File: src/rtl/config_pkg.sv
// Shared GPIO CSR definitions: address type, register map and CSR funct3 encodings.
// Build option GPIO_DEBOUNCE_EN (see gpio_debounce) does not affect this package.
package config_pkg;

    typedef logic [11:0] CsrAddrT;

    localparam CsrAddrT GpioBaseAddr = 12'h003;
    localparam CsrAddrT GpioDirOff   = 12'h000;
    localparam CsrAddrT GpioOutOff   = 12'h001;
    localparam CsrAddrT GpioInOff    = 12'h002;
    localparam CsrAddrT GpioPendOff  = 12'h003;

    typedef enum logic [2:0] {
        CSR_RW  = 3'b001,
        CSR_RS  = 3'b010,
        CSR_RC  = 3'b011,
        CSR_RWI = 3'b101,
        CSR_RSI = 3'b110,
        CSR_RCI = 3'b111
    } CsrOpT;

endpackage

File: src/rtl/gpio_debounce.sv
// Per-pin 2-flop synchronizer, stable-value filter and rising-edge detect.
// Build option GPIO_DEBOUNCE_EN: when defined, a change must persist DebounceCycles cycles; otherwise one extra flop.
module gpio_debounce #(
    parameter int unsigned DebounceCycles = 16
) (
    input  logic clk,
    input  logic reset,
    input  logic pin_i,
    output logic stable_o,
    output logic rise_o
);

    if ((DebounceCycles < 2) || (DebounceCycles > 65535)) begin : g_bad_cycles
        $error("gpio_debounce: DebounceCycles out of range");
    end

    logic [1:0] sync_q;
    logic       stable_q;
    logic       stable_d;

`ifdef GPIO_DEBOUNCE_EN
    localparam int unsigned CntW = $clog2(DebounceCycles);

    logic [CntW-1:0] cnt_q;
    logic [CntW-1:0] cnt_d;

    // Counter runs only while the synchronized value disagrees with the accepted one
    always_comb begin
        cnt_d    = cnt_q;
        stable_d = stable_q;
        if (sync_q[1] == stable_q) begin
            cnt_d = '0;
        end else if (cnt_q == CntW'(DebounceCycles - 1)) begin
            stable_d = sync_q[1];
            cnt_d    = '0;
        end else begin
            cnt_d = cnt_q + CntW'(1);
        end
    end

    // Debounce counter register
    always_ff @(posedge clk) begin
        if (reset) begin
            cnt_q <= '0;
        end else begin
            cnt_q <= cnt_d;
        end
    end
`else
    // Without filtering the accepted value is just the synchronizer delayed once
    always_comb begin
        stable_d = sync_q[1];
    end
`endif

    // Synchronizer and accepted-value registers
    always_ff @(posedge clk) begin
        if (reset) begin
            sync_q   <= 2'b00;
            stable_q <= 1'b0;
        end else begin
            sync_q   <= {sync_q[0], pin_i};
            stable_q <= stable_d;
        end
    end

    // Rise is flagged for the edge on which stable_q itself goes high
    assign rise_o   = stable_d & ~stable_q;
    assign stable_o = stable_q;

endmodule

File: src/rtl/gpio_csr.sv
// GPIO block with DIR/OUT/IN/PEND CSRs, sticky rising-edge pending bits and a level irq.
// Build option GPIO_DEBOUNCE_EN selects counter-based input debouncing in gpio_debounce.
module gpio_csr
    import config_pkg::*;
#(
    parameter int unsigned Width          = 8,
    parameter int unsigned DebounceCycles = 16,
    parameter CsrAddrT     BaseAddr       = GpioBaseAddr
) (
    input  logic             clk,
    input  logic             reset,
    input  logic             csr_enable,
    input  CsrAddrT          csr_addr,
    input  logic [2:0]       csr_op,
    input  logic [4:0]       rs1_zimm,
    input  logic [31:0]      rs1_data,
    output logic [31:0]      csr_out,
    input  logic [Width-1:0] gpio_i,
    output logic [Width-1:0] gpio_o,
    output logic [Width-1:0] gpio_oe,
    output logic             irq
);

    logic [Width-1:0] dir_q, dir_d, out_q, out_d, pend_q, pend_d;
    logic [Width-1:0] stable_s, rise_s, old_s, new_s, opw_s;
    logic [31:0]      operand_s, rdata_s;
    logic             wr_en_s, sel_dir_s, sel_out_s, sel_in_s, sel_pend_s;

    for (genvar i = 0; i < Width; i++) begin : g_pin
        gpio_debounce #(
            .DebounceCycles(DebounceCycles)
        ) u_debounce (
            .clk     (clk),
            .reset   (reset),
            .pin_i   (gpio_i[i]),
            .stable_o(stable_s[i]),
            .rise_o  (rise_s[i])
        );
    end

    assign sel_dir_s  = csr_enable && (csr_addr == BaseAddr + GpioDirOff);
    assign sel_out_s  = csr_enable && (csr_addr == BaseAddr + GpioOutOff);
    assign sel_in_s   = csr_enable && (csr_addr == BaseAddr + GpioInOff);
    assign sel_pend_s = csr_enable && (csr_addr == BaseAddr + GpioPendOff);

    // Read mux: pre-write value of the addressed register, zero when nothing is hit
    always_comb begin
        if (sel_dir_s) begin
            old_s = dir_q;
        end else if (sel_out_s) begin
            old_s = out_q;
        end else if (sel_in_s) begin
            old_s = stable_s;
        end else if (sel_pend_s) begin
            old_s = pend_q;
        end else begin
            old_s = '0;
        end
        rdata_s              = 32'd0;
        rdata_s[Width-1:0]   = old_s;
    end

    // Operand select and read-modify-write; set/clear with a zero operand never writes
    always_comb begin
        operand_s = csr_op[2] ? {27'd0, rs1_zimm} : rs1_data;
        opw_s     = operand_s[Width-1:0];
        new_s     = old_s;
        wr_en_s   = 1'b0;
        case (csr_op)
            CSR_RW, CSR_RWI: begin
                new_s   = opw_s;
                wr_en_s = 1'b1;
            end
            CSR_RS, CSR_RSI: begin
                new_s   = old_s | opw_s;
                wr_en_s = (operand_s != 32'd0);
            end
            CSR_RC, CSR_RCI: begin
                new_s   = old_s & ~opw_s;
                wr_en_s = (operand_s != 32'd0);
            end
            default: begin
                new_s   = old_s;
                wr_en_s = 1'b0;
            end
        endcase
    end

    // Register next state; a pending set on an input pin beats a same-edge clear
    always_comb begin
        if (wr_en_s && sel_dir_s) begin
            dir_d = new_s;
        end else begin
            dir_d = dir_q;
        end
        if (wr_en_s && sel_out_s) begin
            out_d = new_s;
        end else begin
            out_d = out_q;
        end
        if (wr_en_s && sel_pend_s) begin
            pend_d = new_s | (rise_s & ~dir_q);
        end else begin
            pend_d = pend_q | (rise_s & ~dir_q);
        end
    end

    // CSR state registers
    always_ff @(posedge clk) begin
        if (reset) begin
            dir_q  <= '0;
            out_q  <= '0;
            pend_q <= '0;
        end else begin
            dir_q  <= dir_d;
            out_q  <= out_d;
            pend_q <= pend_d;
        end
    end

    assign csr_out = rdata_s;
    assign gpio_o  = out_q;
    assign gpio_oe = dir_q;
    assign irq     = |pend_q;

endmodule

File: config.mk
export PLATFORM = sky130hd
export DESIGN_NAME = gpio_csr
export DESIGN_NICKNAME = d
export VERILOG_FILES = /design/src/rtl/config_pkg.sv /design/src/rtl/gpio_debounce.sv /design/src/rtl/gpio_csr.sv
export SDC_FILE = /design/constraint.sdc
export NUM_CORES = 1
export LEC_CHECK = 0
export BUFFER_PORTS_ARGS = -buffer_cell sky130_fd_sc_hd__clkbuf_2
export CORE_ASPECT_RATIO = 2
export CORE_MARGIN = 3
export CORE_UTILIZATION = 40
export CTS_CLUSTER_SIZE = 28
export DETAILED_ROUTE_END_ITERATION = 16
export PLACE_DENSITY_LB_ADDON = 0.25
export SYNTH_ARGS = -nofsm -noshare
export SYNTH_HDL_FRONTEND = slang
export SYNTH_SLANG_ARGS = --single-unit
File: constraint.sdc
create_clock -name clk -period 3.7 [get_ports clk]
set_input_delay 0.925 -clock clk [delete_from_list [all_inputs] [get_ports clk]]
set_output_delay 0.925 -clock clk [all_outputs]
set_load 0.02 [all_outputs]
# Word level (Yosys, flattened, before mapping)
# Index checks and enable logic that the tools add are counted.
# totals
mem_count	0
in_bits	63
register_bits	48
rom_bits	0
latchBits	0
output_inout_bits	49
ram_bits	0
word_cells	73
# classes
n_addsub	0
div	0
n_lt_le_gt_ge	0
eq_ne	10
n_bitwise	23
n_reduce_logical	13
n_shift	0
muxes	8
mul	0
# op_table
operator	n
two-way mux 8 bit	5
== test 12 x 3 -> 1 bit, second input constant	3
two-way mux 32 bit	1
nonzero test 32 bit	1
OR 8 bit	3
one-hot mux 8 bit (3 select lines)	1
AND 8 bit	2
NOT 8 bit	2
== test 12 x 2 -> 1 bit, second input constant	1
== test 3 bit, second input constant	3
AND 1 bit	8
NOT 1 bit	8
OR reduction 8 bit	1
logical AND 1 bit	7
== test 3 x 2 -> 1 bit, second input constant	2
OR reduction 2 bit	3
OR reduction 4 bit	1
== test 3 x 1 -> 1 bit, second input constant	1
one-hot mux 1 bit (2 select lines)	1

# Longest topological paths before layout
# logic_depth
depth_word	10
mapped_depth	7
ltp_nobuf	6

# Modules after synthesis
# Synthesis repeated with hierarchy kept, for this count alone.
# unflattened
cells_unflattened	330
area_unflattened_um2	2825.2
# modules_own_cells
module	seq_area_each_um2	cells_each	instances	area_per_inst_um2
gpio_csr	480.5	274	1	2124.5
gpio_debounce	60.1	7	8	87.6

# Worst setup path before layout
# OpenSTA, ideal clock, no wires.
# synth_path
path_type	in2out
start	input csr_addr[5]
end	output csr_out[5]
stages	4
setup_slack_ns	0.389
required_ns	2.775
path_buffers	1
t_arrival_ns	2.386
cell_sequence	or4_4 -> nor4_1 -> clkbuf_1 -> a32o_1
# synth_via
elab_chain_cells	6
elab_cells_between_ends	12
classes_between	eq/ne: 4; mux: 4; reduce/logical: 4
# synth_rtl
element	line_no	rtl
start: declaration	gpio_csr.sv:13	input CsrAddrT csr_addr,
== test 12 x 3 -> 1 bit	gpio_csr.sv:44	assign sel_pend_s = csr_enable && (csr_addr == BaseAddr + GpioPendOff);
logical AND 1 bit	gpio_csr.sv:44	
two-way mux 8 bit	gpio_csr.sv:54	end else if (sel_pend_s) begin
two-way mux 8 bit	gpio_csr.sv:52	end else if (sel_in_s) begin
two-way mux 8 bit	gpio_csr.sv:50	end else if (sel_out_s) begin
two-way mux 8 bit (*)	gpio_csr.sv:48	if (sel_dir_s) begin
end: declaration	gpio_csr.sv:17	output logic [31:0] csr_out,
# Every way passes the cells marked *; elsewhere a longest branch is shown, timed or not.

# Final worst setup path
# Same ends and word-level chain as after synthesis.

==> flow_metrics.env <==
export IMPL_r2r_start="gpio_o[5]"
export IMPL_fill_cells=660
export IMPL_cts_max_level=2
export IMPL_grt_start_max_net_pins=49
export IMPL_p_seq_share_pct=45.2
export IMPL_r2r_slack_ns=2.18
export IMPL_cts_buffers_inserted=5
export IMPL_layout_drive_gt1_share_pct=28.97
export IMPL_start_util_pct=41.19
export IMPL_pwr_share_clk_pct=41.8
export IMPL_rsz0062_at_grt="no"
export IMPL_cap_viol_max_count=0
export IMPL_p_sw_mw=0.2845
export IMPL_area_growth_syn_to_layout_pct=25.32
export IMPL_syn_inst=296
export IMPL_ioPinCount=112
export IMPL_gp_congestion=0.8279
export IMPL_via_count=2381
export IMPL_maxSlewViolCount=0
export IMPL_reg2regPathDepth=6
export IMPL_holdCritPathClass="reg -> reg"
export IMPL_fin_crit_sh_pct=91.50
export IMPL_grtUsageTotal_pct=18.65
export IMPL_dr_first_iter_drc_count=48
export IMPL_holdCritStartpoint="g_pin[5].u_debounce.sync_q[0]"
export IMPL_clockBufferDepth=2
export IMPL_synth_edf_count=0
export IMPL_rows=41
export IMPL_layout_nets=452
export IMPL_grt_pass1_vias=2300
export IMPL_grt_ovfl_total=0
export IMPL_drt_total_wl_um=6898
export IMPL_cts_tree="built"
export IMPL_grt_pass1_wl_um=10950
export IMPL_fp_coreArea_mm2=0.006310
export IMPL_leakagePower_nw=1.400
export IMPL_chipHeight_um=120.0
export IMPL_ys_seq_area_share_pct=36.98
export IMPL_hold_end="g_pin[5].u_debounce.sync_q[1]"
export IMPL_relSlewSlack_pct=39.85
export IMPL_endpoint_kind="primary output"
export IMPL_io_buffers=87
export IMPL_ctsHoldBuffers=0
export IMPL_ctsResizeCount=0
export IMPL_yosys_most_used_dff="dfxtp_1"
export IMPL_cp_start_kind="input pin"
export IMPL_cts_setup_buffers=0
export IMPL_clockRootBuffer="clkbuf_16"
export IMPL_via_per_inst=5.002
export IMPL_internal_power_mw=0.9086
export IMPL_fp_dieW_um=63.00
export IMPL_status="complete, no violations"
export IMPL_seq_area_um2=960.9
export IMPL_whs_ns=0.4365
export IMPL_worstSetupPathType="in -> out"
export IMPL_wl_per_cell_um=14.49
export IMPL_worst_path_max_fanout=11
export IMPL_ys_async_sr_fraction_pct=0
export IMPL_drtAntennaViolNets=0
export IMPL_reg2reg_to="pend_q[5]"
export IMPL_setup_violations_final=0
export IMPL_path_clk_slew_ns=0.06
export IMPL_min_period_ns=3.386
export IMPL_ys_warn_count=0
export IMPL_cts_sinks=48
export IMPL_power_density_mw_per_mm2=366.3
export IMPL_multi_input_area_mm2=0.001484
export IMPL_avgSynthCellArea_um2=8.780
export IMPL_fin_skew_ns=0.005005
export IMPL_p_comb_share_pct=13.0
export IMPL_hpwl_um=5604
export IMPL_hold_violations=0
export IMPL_drc=0
export IMPL_swShare_pct=23.85
export IMPL_dieArea_mm2=0.007559
export IMPL_ir_drop_uv=489.0
export IMPL_tightest_slew_ns=0.9023
export IMPL_first_pass_iters=4
export IMPL_antenna_cells=0
export IMPL_tns_ns=0
export IMPL_syn_area_mm2=0.002599
export IMPL_hold_depth=1
export IMPL_ys_ff_latch=48
export IMPL_grt_antenna_before_repair=0
export IMPL_fmax_mhz=295.4
export IMPL_clk_latency_ns=0.28
export IMPL_cp_arrival_ns=2.46
export IMPL_cp_data_required_time_ns=2.77
export IMPL_synthDistinctLibCells=36
metrics by stage:
stage | worst slack (ns) | cell area [um2] | utilization, % | std cells | power [mW]
floorplan | 0.3886 | 2685 | - | 319 | 0.6643
global placement | 0.3627 | 3089 | 48.96 | 468 | 0.7033
detailed placement | 0.3273 | 3089 | 48.96 | 468 | 0.7053
CTS | 0.3237 | 3257 | 51.62 | 476 | 1.208
global route | 0.1340 | 3257 | 51.62 | 476 | 1.247
finish | 0.3145 | 3257 | 51.62 | 476 | 1.193
flip-flops by register name (all words and copies together) (netlist names):
register                   cells
pend_q                         8
g_pin.u_debounce.stable_o      8
gpio_o                         8
gpio_oe                        8
g_pin.u_debounce.sync_q       16
synthesized netlist by cell type (all sizes together), types with 4 or more instances:
| library cell | n | area, um2 |
|---|---|---|
| nand2b | 11 | 68.82 |
| nand2 | 25 | 93.84 |
| inv | 5 | 18.77 |
| mux2i | 29 | 290.3 |
| dfxtp | 48 | 960.9 |
| nor2b | 29 | 181.4 |
| nand3b | 4 | 30.03 |
| a22oi | 5 | 37.54 |
| xor2 | 4 | 35.03 |
| nor2 | 32 | 120.1 |
| clkbuf | 11 | 41.29 |
| a32o | 7 | 70.07 |
| buf | 24 | 180.2 |
| o211ai | 4 | 30.03 |
| nor4 | 11 | 68.82 |
| a21oi | 18 | 90.09 |
worst max-delay path by stage:
| stage | from | end | slack (ns) | depth (start not counted) |
|---|---|---|---|---|
| 2_1_floorplan | csr_addr[5] | csr_out[5] | 0.39 | 4 |
| 3_3_place_gp | csr_addr[5] | csr_out[7] | 0.36 | 6 |
| 3_5_place_dp | csr_addr[5] | csr_out[5] | 0.33 | 6 |
| 4_1_cts | csr_addr[5] | csr_out[5] | 0.32 | 6 |
| 5_1_grt | csr_addr[5] | csr_out[5] | 0.13 | 6 |
| 6_report | csr_addr[5] | csr_out[5] | 0.31 | 6 |
placed cells by master, fill, tap and decap left out, types with 11 or more instances in the layout:
cell type / n
clkbuf_2: 87
dfxtp_1: 48
nor2_1: 32
nor2b_1: 29
mux2i_1: 29
nand2_1: 25
conb_1: 24
a21oi_1: 18
nand2b_1: 11
nor4_1: 11
buf_4: 11
routing by layer:
layer / routed length [um] / vias to the layer above / GRT usage, %
met1: 2480 / 1083 / 17.06
li1: - / 1183 / -
met5: 0 / - / 0
met4: 156 / 0 / 10.24
met2: 3819 / 104 / 36.73
met3: 441 / 11 / 3.652
power groups by stage:
stage / clock [mW] / sequential, mW / combinational, mW
2_1_floorplan: 0 / 0.548 / 0.116
3_3_place_gp: 0 / 0.550 / 0.153
3_5_place_dp: 0 / 0.551 / 0.154
4_1_cts: 0.514 / 0.539 / 0.155
5_1_grt: 0.535 / 0.541 / 0.171
6_report: 0.499 / 0.539 / 0.155
final cells by class:
class	count	share of cell area (%)
clock buffer	5	3.842
clock inverter	3	1.306
inverter	5	0.5763
multi-input combinational	231	45.56
sequential	48	29.50
tap	86	3.304
timing repair buffer	98	15.90
critical path, cell delays in order:
cell	delay, ns
clkbuf_2	0.09
or4_4	0.56
nor4_1	0.27
buf_4	0.23
a32o_1	0.19
clkbuf_2	0.19
logic make-up after synthesis:
kind of cell | count (synthesis) | synth area share, %
flip-flops | 48 | 36.98
other | 1 | 0.1443
AND/OR/NAND/NOR | 125 | 25.57
XOR/XNOR | 4 | 1.348
AO/OA/AOI/OAI | 48 | 15.12
buffers and inverters | 40 | 9.244
multiplexers | 30 | 11.60
(Power assumes the default switching activity.)
